`config.mk`:
```
export PLATFORM = sky130hd
export DESIGN_NAME = ff_excitation_gen
export DESIGN_NICKNAME = d
export VERILOG_FILES = /design/src/rtl/ff_exc_pkg.sv /design/src/rtl/ff_exc_checker.sv /design/src/rtl/ff_excitation_gen.sv
export SDC_FILE = /design/constraint.sdc
export NUM_CORES = 1
export LEC_CHECK = 0
export ABC_AREA = 1
export CAP_MARGIN = 20
export CELL_PAD_IN_SITES_DETAIL_PLACEMENT = 0
export CELL_PAD_IN_SITES_GLOBAL_PLACEMENT = 1
export CORE_MARGIN = 2
export CORE_UTILIZATION = 26
export CTS_CLUSTER_DIAMETER = 200
export CTS_CLUSTER_SIZE = 24
export DETAILED_ROUTE_END_ITERATION = 7
export GPL_TIMING_DRIVEN = 1
export PLACE_DENSITY = 0.76
export SYNTH_ARGS = -nofsm -noshare
export SYNTH_HDL_FRONTEND = slang
export SYNTH_SLANG_ARGS = --single-unit
export TNS_END_PERCENT = 50
```
`constraint.sdc`:
```
create_clock -name clk -period 1.2 [get_ports clk]
set_clock_uncertainty 0.2 [all_clocks]
set_input_delay 0.24 -clock clk [delete_from_list [all_inputs] [get_ports clk]]
set_output_delay 0.24 -clock clk [all_outputs]
set_load 0.1 [all_outputs]
```
`src/rtl/ff_exc_pkg.sv`:
```
// ff_exc_pkg: flip-flop type encoding, excitation pair type and the excitation table.
package ff_exc_pkg;
  typedef enum logic [1:0] {FF_SR, FF_JK, FF_D, FF_T} ff_mode_t;
  typedef struct packed {
    logic a;
    logic b;
  } exc_pair_t;
  function automatic exc_pair_t excite(input logic q, input logic qn, input ff_mode_t mode, input logic dc);
    exc_pair_t p;
    p.a = 1'b0;
    p.b = 1'b0;
    case (mode)
      FF_SR: begin
        p.a = !q && qn;
        p.b = q && !qn;
      end
      FF_JK: begin
        p.a = q ? dc : qn;
        p.b = q ? !qn : dc;
      end
      FF_D: p.a = qn;
      default: p.a = q ^ qn;
    endcase
    return p;
  endfunction
endpackage

```
`src/rtl/ff_exc_checker.sv`:
```
// ff_exc_checker: compares the driven flip-flop's q one cycle after each handshake against the expected state.
module ff_exc_checker #(
  parameter int CNT_W = 8
) (
  input  logic             clk,
  input  logic             rst,
  input  logic             i_hs,
  input  logic             i_exp,
  input  logic             i_q_fb,
  output logic             o_mismatch,
  output logic [CNT_W-1:0] o_mis_cnt
);
  logic r_exp, r_pend, r_mis;
  logic [CNT_W-1:0] r_cnt;
  logic w_err;
  assign w_err = r_pend && (r_exp != i_q_fb);
  assign o_mismatch = r_mis;
  assign o_mis_cnt = r_cnt;
  always_ff @(posedge clk) begin
    if (rst) begin
      r_exp <= 1'b0;
      r_pend <= 1'b0;
      r_mis <= 1'b0;
      r_cnt <= '0;
    end else begin
      r_pend <= i_hs;
      if (i_hs) r_exp <= i_exp;
      if (w_err) r_mis <= 1'b1;
      if (w_err && !(&r_cnt)) r_cnt <= r_cnt + 1'b1;
    end
  end
endmodule

```
`src/rtl/ff_excitation_gen.sv`:
```
// ff_excitation_gen: turns a stream of target states into SR/JK/D/T excitation pairs.
// Define FF_EXC_CHECK_EN to build the q_fb checker; otherwise mismatch/mis_cnt are tied to 0.
module ff_excitation_gen
  import ff_exc_pkg::*;
#(
  parameter logic INIT_Q = 1'b0,
  parameter logic DC_VAL = 1'b0,
  parameter int   CNT_W  = 8
) (
  input  logic             clk,
  input  logic             rst,
  input  logic [1:0]       mode,
  input  logic             tgt_valid,
  input  logic             tgt_bit,
  output logic             tgt_ready,
  output logic             exc_valid,
  input  logic             exc_ready,
  output logic             exc_a,
  output logic             exc_b,
  output logic [1:0]       exc_mode,
  output logic             q_model,
  output logic [CNT_W-1:0] xfer_cnt,
  input  logic             q_fb,
  output logic             mismatch,
  output logic [CNT_W-1:0] mis_cnt
);
  typedef enum logic {S_EMPTY, S_FULL} state_t;
  state_t r_state, w_next;
  logic r_a, r_b, r_q;
  logic [1:0] r_mode;
  logic [CNT_W-1:0] r_xfer;
  logic w_acc, w_hs;
  exc_pair_t w_pair;
  assign exc_valid = r_state == S_FULL;
  assign tgt_ready = !exc_valid || exc_ready;
  assign w_acc = tgt_valid && tgt_ready;
  assign w_hs = exc_valid && exc_ready;
  assign w_pair = excite(r_q, tgt_bit, ff_mode_t'(mode), DC_VAL);
  assign exc_a = r_a;
  assign exc_b = r_b;
  assign exc_mode = r_mode;
  assign q_model = r_q;
  assign xfer_cnt = r_xfer;
  always_comb begin
    w_next = r_state;
    w_next = w_acc ? S_FULL : (w_hs ? S_EMPTY : r_state);
  end
  always_ff @(posedge clk) begin
    if (rst) begin
      r_state <= S_EMPTY;
      r_a <= 1'b0;
      r_b <= 1'b0;
      r_mode <= 2'd0;
      r_q <= INIT_Q;
      r_xfer <= '0;
    end else begin
      r_state <= w_next;
      if (w_acc) begin
        r_a <= w_pair.a;
        r_b <= w_pair.b;
        r_mode <= mode;
        r_q <= tgt_bit;
      end
      if (w_hs && !(&r_xfer)) r_xfer <= r_xfer + 1'b1;
    end
  end
`ifdef FF_EXC_CHECK_EN
  // r_q still holds the handshaken pair's target: any new accept lands on the same edge.
  ff_exc_checker #(.CNT_W(CNT_W)) u_chk (
    .clk       (clk),
    .rst       (rst),
    .i_hs      (w_hs),
    .i_exp     (r_q),
    .i_q_fb    (q_fb),
    .o_mismatch(mismatch),
    .o_mis_cnt (mis_cnt)
  );
`else
  logic w_unused;
  assign w_unused = q_fb;
  assign mismatch = 1'b0;
  assign mis_cnt = '0;
`endif
endmodule

```
After elaboration in Yosys (flattened, before gate mapping)
Cells that the tools add are included.

Flip-flop bits (word level): 14. Latch bits: 0. Memory bits (writable): 0. Bits in read-only memories: 0. Input port bits: 8. Logic and storage cells: 29. Memories kept: 0.

Add/subtract/negate cells: 1. Multiply operators: 0. Div/mod/pow operators: 0. Order comparisons: 0. Eq/ne operators: 2. Shifts and indexed selects: 0. Multiplexer cells: 6. Bitwise gates (word level): 1. Reduce and logical (&&, ||, !) cells: 13.

Operators by type and width (number): 8-bit by 1-bit adder with 8-bit output (second input constant) (1); 8-bit AND reduction (1); 1-bit logical AND (5); 1-bit zero test (4); 1-bit 2-to-1 mux (4); 1-bit one-hot mux with 3 select lines (1); 2-bit by 1-bit == test with 1-bit output (second input constant) (1); 2-bit == test (second input constant) (1); 2-bit zero test (1); 1-bit one-hot mux with 2 select lines (1); 2-bit nonzero test (1); 1-bit logical OR (1); 1-bit XOR (1).

Longest topological paths before layout
Gate-level depths: netlist of run 1.

Depth in word-level cells: 4. Mapped depth: 9. Gate-level depth less buffers: 9.

Worst setup path after synthesis of run 1
OpenSTA, ideal clock, no wires.

Path kind: register -> register. From: register r_state (netlist: exc_valid). To: register r_a (netlist: exc_a). Setup time: 0.122 ns. Data arrival time: 2.465 ns. Required time: 0.878 ns. Path slack: -1.588 ns. Stages on the path, launching flop included: 6. Buffers on the path: 0. Period minus slack after synthesis: 2.788 ns. Cells stage by stage: dfxtp_1 -> nand2_1 -> nand2_2 -> inv_1 -> o21ai_0 -> nor3_1.

Cells in the longest elaborated chain, start to end: 3.

Ends and longest elaborated chain: from (decl) (RTL line ff_excitation_gen.sv:28) `state_t r_state, w_next;`; from (signal assigned) (RTL line ff_excitation_gen.sv:57) `r_state <= w_next;`; 1-bit zero test (RTL line ff_excitation_gen.sv:35) `assign tgt_ready = !exc_valid || exc_ready;`; 1-bit logical OR (RTL line ff_excitation_gen.sv:35); net tgt_ready (RTL line ff_excitation_gen.sv:15) `output logic tgt_ready,`; 1-bit logical AND (RTL line ff_excitation_gen.sv:36) `assign w_acc = tgt_valid && tgt_ready;`; to (signal assigned) (RTL line ff_excitation_gen.sv:59) `r_a <= w_pair.a;`; to (decl) (RTL line ff_excitation_gen.sv:29) `logic r_a, r_b, r_q;`.

The timed path passes the listed nets, and every way through them passes these cells. A chain may end at the register's enable or synchronous reset.

Worst setup path after layout of run 1
From: register r_state (netlist: exc_valid). To: output port tgt_ready.

Cells in the longest elaborated chain, start to end: 2.

Ends and longest elaborated chain (RTL line): 1-bit zero test (ff_excitation_gen.sv:35); 1-bit logical OR (ff_excitation_gen.sv:35); to (decl) (ff_excitation_gen.sv:15).

Every way passes these cells.

==> results of run 1 <==
==> path summary, 6_finish.rpt <==
path | start | endpoint | slack, ns | depth (start not counted)
worst max-delay path | exc_valid$_SDFFE_PP0P_ | tgt_ready | -0.23 | 3
worst min-delay path | tgt_bit | q_model$_SDFFE_PP0P_ | 0.27 | 4
worst max register to register | xfer_cnt[1]$_SDFFE_PP0P_ | xfer_cnt[7]$_SDFFE_PP0P_ | -0.18 | 8
worst min register to register | exc_mode[0]$_SDFFE_PP0P_ | exc_mode[0]$_SDFFE_PP0P_ | 0.32 | 2
==> cells by family after synthesis <==
logic type,after synthesis,synth area share [%]
DFF,14,34.89
other,1,0.4668
buffers and inverters,26,16.35
adders and majority gates,3,4.673
and+or+nand+nor,59,35.05
xor gates and xnor gates,1,1.091
AOI/OAI and AO/OA,11,7.476
==> through the flow <==
step,area [µm²],setup slack (ns),cells
global route,1614,-0.2608,201
detailed placement,1396,-0.5055,184
finish,1614,-0.2256,201
floorplan,925.9,-0.3682,123
global placement,1396,-0.4338,184
CTS,1551,-0.2451,199
==> state kept, by name, indices dropped and copies added (netlist names) <==
| name | count |
|---|---|
| exc_a | 1 |
| exc_b | 1 |
| exc_mode | 2 |
| exc_valid | 1 |
| q_model | 1 |
| xfer_cnt | 8 |
==> layer usage <==
| metal | wire, µm | up-vias | share of wire (%) | GRT usage [%] |
|---|---|---|---|---|
| li1 | - | 455 | - | - |
| met2 | 1157 | 20 | 54 | 25.59 |
| met4 | 10 | 0 | 0.47 | 3.175 |
| met1 | 857 | 403 | 40 | 13.68 |
| met5 | 0 | - | 0 | 0 |
| met3 | 107 | 2 | 5.0 | 5.022 |
==> critical path: cells and delay by family (launching register included) <==
family                 cells  cell delay (ns)
DFF                        1             0.35
buffers and inverters      2             0.29
and+or+nand+nor            1             0.06
==> where the power goes <==
group | internal (µW) | switching (µW) | total (µW)
Clock | 121 | 178 | 299
Sequential | 466 | 17.0 | 483
Combinational | 155 | 341 | 496
==> cell type report <==
type	count	area (µm²)
Timing Repair Buffer	51	636.9
Clock inverter	1	3.754
Multi-Input combinational cell	83	529.3
Tap cell	33	41.29
Fill cell	299	1389
Clock buffer	3	22.52
Sequential cell	14	320.3
Inverter	16	60.06
==> Yosys cell counts (all sizes together) <==
cell,count
conb,1
a22oi,1
inv,15
clkbuf,1
o21ai,4
nand4,3
dfxtp,14
xnor2,1
ha,3
nor2,17
buf,9
a21oi,5
nand2,27
clkinv,1
nand3,7
nor3,4
o211ai,1
nand3b,1
==> timing repair <==
action / 4_1_cts / 5_1_grt
hold endpoints to repair: 0 / 0
pin swaps: 3 / 5
gates cloned: 0 / 0
setup buffers: 11 / 2
setup endpoints to repair: 28 / 28
resized for setup: 20 / 12
==> flow_summary.toml, run 1 <==
[status]
status = "finished, violations left"
violations = "negative setup slack"

[timing]
max_freq_mhz = 701.5
fin_crit_sh_pct = 118.8
slew_viol_final = 0
post-route-min-period_ns = 1.426
tns_ns = -3.639
rsz0062_at_grt = "yes"
hold_viol = 0
holdWs_ns = 0.2735
setup_viol = 28
fin_ws_ns = -0.2256

[global_routing]
grt_pass1_wl_um = 3636
track_usage_pct = 13.43
grt_max_degree = 11
grt_overflow = 0
grt_pass1_vias = 909
antenna_found_initial = 0

[setup_path]
critical_path.slowest_cell = "dfxtp_4"
arrival_ns = 0.99
max_stage_delay_ns = 0.35
required_ns = 0.76
critPathLaunchType = "flop"
crit_fanout = 2
critPathCaptureType = "output port"
crit_path_cell_trace = "buf_6 -> nand2_8 -> buf_12"
critical_path_class = "flop to output port"

[cts]
clock_path_buffers = 2
cts_buffers = 3
cts_tree = "built"
cts_hold_repair.buffers = 0
clock_sinks = 14
clk_pin_slew_ns = 0.09
htreeDepth = 1
cts_root_buf = "clkbuf_4"
clock_latency_ns = 0.29

[die]
die_h_um = 59.59
pin_count = 32
die_area_um2 = 3550
die_x_um = 59.59
coreArea_um2 = 3003
rows = 20
initial_core_util_pct = 26.75

[synthesis]
netlist_instances = 115
syn_avg_cell_area_um2 = 6.985
yosysUniqueCellTypes = 24
yosys_warnings = 0
synth_top_area_share_pct = 34.89
netlist_area_um2 = 803.3
ys_ff_latch = 14
synth.area.top_cells = "dfxtp_1 35%, nand2_1 11%, buf_4 8.4%"
synth_top_area_cell = "dfxtp_1"
ys_seq_area_share_pct = 34.89

[power]
leakage_uw = 0.0007598
powerDensity_nw_per_um2 = 792.2
ir_drop_v = 0.0005248
power.total_uw = 1279

[final_layout]
area_delta_synth_final_pct = 100.9
utilization_pct = 53.75
nets = 180
final_common_cell = "nand2_1"
mostFrequentLayoutCells = "21 x nand2_1, 18 x buf_4, 16 x buf_12, 14 x nor2_1, 11 x buf_6"
layout-drive-gt1-share_pct = 50.60
diodes = 0

[drt]
num_vias = 880
wl_per_cell_um = 10.61
drt_pre_antenna_iters = 3
ant_nets = 0
drt-initial-drc-count = 14
drt-total-wl_um = 2133
viasPerCell = 4.378
drc = 0

[placement]
dp_hpwl_um = 1465
gp_congestion = 0.7129
io_buffers = 21

[job]
cap_violations = 0

[worst_hold_path]
hp-class = "primary input to flop"
No activity file was read; power rests on OpenSTA's default activity.
==> run 2, diff against run 1 <==
CELL_PAD_IN_SITES_DETAIL_PLACEMENT = unset   (was 0)
CELL_PAD_IN_SITES_GLOBAL_PLACEMENT = unset   (was 1)
CORE_UTILIZATION = 30   (was 26)
PLACE_DENSITY = 0.61   (was 0.76)
clock period = 1.4 ns   (was 1.2 ns; I/O delays follow)
==> flow_summary.toml, run 2 (synthesized netlist as in run 1, its figures left out) <==
[final_layout]
final_common_cell = "nand2_1"
diodes = 0
layout-drive-gt1-share_pct = 37.67
largest_reg_flops = 8
area_delta_synth_final_pct = 72.59
mostFrequentLayoutCells = "22 x nand2_1, 16 x buf_12, 14 x nor2_1, 13 x inv_1"
multi_input_area_um2 = 493.0
num-fill-cells = 228
utilization_pct = 55.46
nets = 158
fin_area_um2 = 1386
seq_area_um2 = 317.8

[drt]
wl_per_cell_um = 10.36
drt_pre_antenna_iters = 4
ant_nets = 0
drt-total-wl_um = 1824
num_vias = 787
drc = 0
viasPerCell = 4.472
drt-initial-drc-count = 14

[timing]
rsz0062_at_grt = "yes"
max_freq_mhz = 701.4
post-route-min-period_ns = 1.426
fin_ws_ns = -0.02574
setup_viol = 3
slew_viol_final = 0
hold_viol = 0
holdWs_ns = 0.2615
fin_crit_sh_pct = 101.8

[die]
rows = 18
die_area_um2 = 3108
pin_count = 32
coreArea_um2 = 2500
initial_core_util_pct = 32.13
die_h_um = 55.75
die_x_um = 55.75

[worst_hold_path]
hp-class = "primary input to flop"

[cts]
cts_hold_repair.buffers = 0
clk_pin_slew_ns = 0.10
htreeDepth = 1
cts_tree = "built"
clock_sinks = 14
cts_buffers = 3
clock_latency_ns = 0.29
cts_root_buf = "clkbuf_4"
clock_path_buffers = 2

[setup_path]
critPathLaunchType = "flop"
required_ns = 0.92
crit_fanout = 3
critPathCaptureType = "output port"
critical_path_class = "flop to output port"
arrival_ns = 0.95

[global_routing]
grt_max_degree = 11
grt_overflow = 0
grt_pass1_vias = 745
grt_pass1_wl_um = 3036
track_usage_pct = 12.14
antenna_found_initial = 0

[placement]
dp_hpwl_um = 1411
dpl_cell_area_um2 = 1318
gp_congestion = 0.7431
io_buffers = 21

[status]
status = "finished, violations left"
violations = "negative setup slack"

[power]
ir_drop_v = 0.0005664
powerDensity_nw_per_um2 = 803.7
leakage_uw = 0.0006063
power.total_uw = 1114

[job]
cap_violations = 0
-- run 2: cell types whose count changed in the layout (fill, tap and decap cells not counted), moves of 3 or more --
cell / change
buf_4: -14
inv_2: -3
o21ai_0: +3
buf_6: -8
inv_1: +3
-- run 2: critical path: stages, from the launching register on --
cell and delay (ns):
dfxtp_4 0.41, nand2_8 0.08, buf_12 0.17
-- run 2: timing repair --
item,in CTS,in global routing
gates cloned,0,0
setup endpoints to repair,5,11
resized for setup,5,5
pin swaps,1,3
buffers inserted,0,2
-- run 2: through the flow --
| stage | instances | TNS (ns) | setup WS [ns] |
|---|---|---|---|
| final | 176 | -0.05159 | -0.02574 |
| after global routing | 176 | -0.3324 | -0.06379 |
| after CTS | 174 | -0.1065 | -0.04898 |
| after detailed placement | 171 | -2.872 | -0.3823 |
| after global placement | 171 | -2.477 | -0.3017 |
| after floorplan | 123 | -1.319 | -0.1682 |
-- run 2: path summary, 6_finish.rpt --
| path | start | depth (start not counted) | end | slack (ns) |
|---|---|---|---|---|
| max | exc_valid$_SDFFE_PP0P_ | 2 | tgt_ready | -0.03 |
| min reg2reg | q_model$_SDFFE_PP0P_ | 2 | q_model$_SDFFE_PP0P_ | 0.31 |
| min | tgt_bit | 3 | q_model$_SDFFE_PP0P_ | 0.26 |
| max reg2reg | xfer_cnt[0]$_SDFFE_PP0P_ | 7 | xfer_cnt[1]$_SDFFE_PP0P_ | 0.02 |
-- run 2: final cells by class --
cell class / count / share of cell area (%)
inverters: 16 / 4.332
flip-flops and latches: 14 / 22.92
repair buffers: 29 / 31.86
clock buffers: 4 / 2.617
multi-input cells: 83 / 35.56
well taps: 30 / 2.708
-- run 2: power by group --
group          total (µW)  switching (µW)  internal (µW)  leakage [µW]
logic                 391             280            110      0.000463
clock network         306             148            158     0.0000210
registers             417            18.3            399      0.000122
total                1110             446            668      0.000606
-- run 2: layer usage --
metal  share of wire (%)  global-route usage, %
met3                 7.5                  6.512
met5                   0                      0
met4                   0                  2.091
met1                  40                  13.01
met2                  52                  21.26
==> run 3, diff against run 2 <==
CORE_UTILIZATION = 45   (was 30)
PLACE_DENSITY = 0.85   (was 0.61)
clock period = 1.8 ns   (was 1.4 ns; I/O delays follow)
==> flow_summary.toml, run 3 (synthesized netlist as in run 1, its figures left out) <==
[power]
leakage_uw = 0.0005507
ir_drop_v = 0.0004440
powerDensity_nw_per_um2 = 648.8

[final_layout]
layout-drive-gt1-share_pct = 27.86
area_delta_synth_final_pct = 51.71
largest_reg_flops = 8
multi_input_area_um2 = 429.2
nets = 153
final_common_cell = "nand2_1"
num-fill-cells = 130
utilization_pct = 71.36
mostFrequentLayoutCells = "22 x nand2_1, 15 x inv_1, 15 x nor2_1, 15 x buf_12, 10 x dfxtp_2"
diodes = 0
seq_area_um2 = 292.8

[setup_path]
critical_path.slowest_cell = "clkdlybuf4s50_1"
crit_path_cell_trace = "clkdlybuf4s50_1 -> inv_1 -> nand2_4 -> buf_12"
crit_fanout = 3
critPathLaunchType = "primary input"
critPathCaptureType = "output port"
arrival_ns = 1.16
ff2ff_setup_slack_ns = 0.26
critical-path-top-delay-family = "buffers and inverters"
required_ns = 1.24
cp.buffers_inverters = 3
critical_path_class = "primary input to output port"
max_stage_delay_ns = 0.48

[cts]
post_cts_buffers = 0
clock_sinks = 14
cts_tree = "built"
clock_latency_ns = 0.27
clock_path_buffers = 2
clk_pin_slew_ns = 0.08
htreeDepth = 1
cts_buffers = 3
cts_root_buf = "clkbuf_4"
cts_resized = 0
cts_hold_repair.buffers = 0

[die]
die_x_um = 46.25
rows = 15
die_area_um2 = 2139
coreArea_um2 = 1708
pin_count = 32
die_h_um = 46.25
initial_core_util_pct = 47.03

[drt]
drt-initial-drc-count = 10
viasPerCell = 4.806
drc = 0
wl_per_cell_um = 10.45
num_vias = 793
drt_pre_antenna_iters = 4
drt-total-wl_um = 1724
ant_nets = 0

[global_routing]
grt_pass1_vias = 703
antenna_found_initial = 0
busiest_layer = "met2"
grt_pass1_wl_um = 2877
grt_max_degree = 11
track_usage_pct = 18.41
grt.met2_usage_pct = 32.78
met1_usage_pct = 22.20
use_met3_pct = 3.529
grt_overflow = 0

[job]
cap_violations = 0

[timing]
post-route-min-period_ns = 1.724
slew_viol_final = 0
rsz0062_at_grt = "no"
setup_viol = 0
fin_crit_sh_pct = 95.79
hold_viol = 0
max_freq_mhz = 580.0
fin_ws_ns = 0.07573

[placement]
dpl_worst_slack_ns = -0.1151
dp_hpwl_um = 1374
io_buffers = 21
gp_congestion = 0.8036

[status]
status = "completed"

[worst_hold_path]
hp-class = "flop to flop"
==> run 3: cell types whose count changed in the layout (fill, tap and decap cells not counted), moves of 3 or more <==
cell | previous run | this run
dfxtp_2 | 3 | 10
buf_6 | 3 | 0
a21oi_2 | 3 | 0
dfxtp_4 | 9 | 0
a21oi_1 | 2 | 5
==> run 3: through the flow <==
stage	cells	hold slack (ns)	total power, µW	instance area (µm²)	TNS, ns
finish	165	0.3110	790.7	1219	0
global route	165	0.3363	822.0	1219	0
CTS	165	0.3134	798.1	1219	0
detailed placement	162	0.3010	625.9	1196	-0.1965
global placement	162	0.2874	620.9	1196	0
floorplan	123	0.3250	555.7	853.3	-0.1014
==> run 3: where the power goes <==
| group | switching, µW | leakage [µW] | internal, µW | total, µW |
|---|---|---|---|---|
| clock network | 93.8 | 0.0000138 | 77.4 | 171 |
| registers | 15.4 | 0.000119 | 321 | 337 |
| logic | 208 | 0.000418 | 74.8 | 283 |
==> run 3: worst paths after layout <==
check / to / start / depth (start not counted)
worst max-delay path: tgt_ready / exc_ready / 4
worst min-delay path: xfer_cnt[1]$_SDFFE_PP0P_ / xfer_cnt[1]$_SDFFE_PP0P_ / 2
worst max register to register: xfer_cnt[2]$_SDFFE_PP0P_ / xfer_cnt[0]$_SDFFE_PP0P_ / 9
worst min register to register: xfer_cnt[1]$_SDFFE_PP0P_ / xfer_cnt[1]$_SDFFE_PP0P_ / 2
==> run 3: cell type report <==
class                      instances  area share, %
multi-input combinational         83          35.22
timing repair buffer              24          31.42
sequential                        14          24.02
inverter                          16          4.928
tap                               25          2.567
clock buffer                       3          1.848
==> run 3: per-layer routing <==
| layer | vias to the layer above | wire [µm] |
|---|---|---|
| li1 | 400 | - |
| met2 | 24 | 936 |
| met1 | 369 | 696 |
| met4 | 0 | 0 |
| met5 | - | 0 |
| met3 | 0 | 92 |
==> run 3: worst reg2reg max path: stages, from the launching register on <==
cell	delay [ns]
dfxtp_2	0.40
ha_1	0.22
nand2_2	0.10
nor2_4	0.12
nand2_4	0.11
nand2_4	0.11
nand2_1	0.06
o21ai_1	0.08
nand2_1	0.06
inv_1	0.05
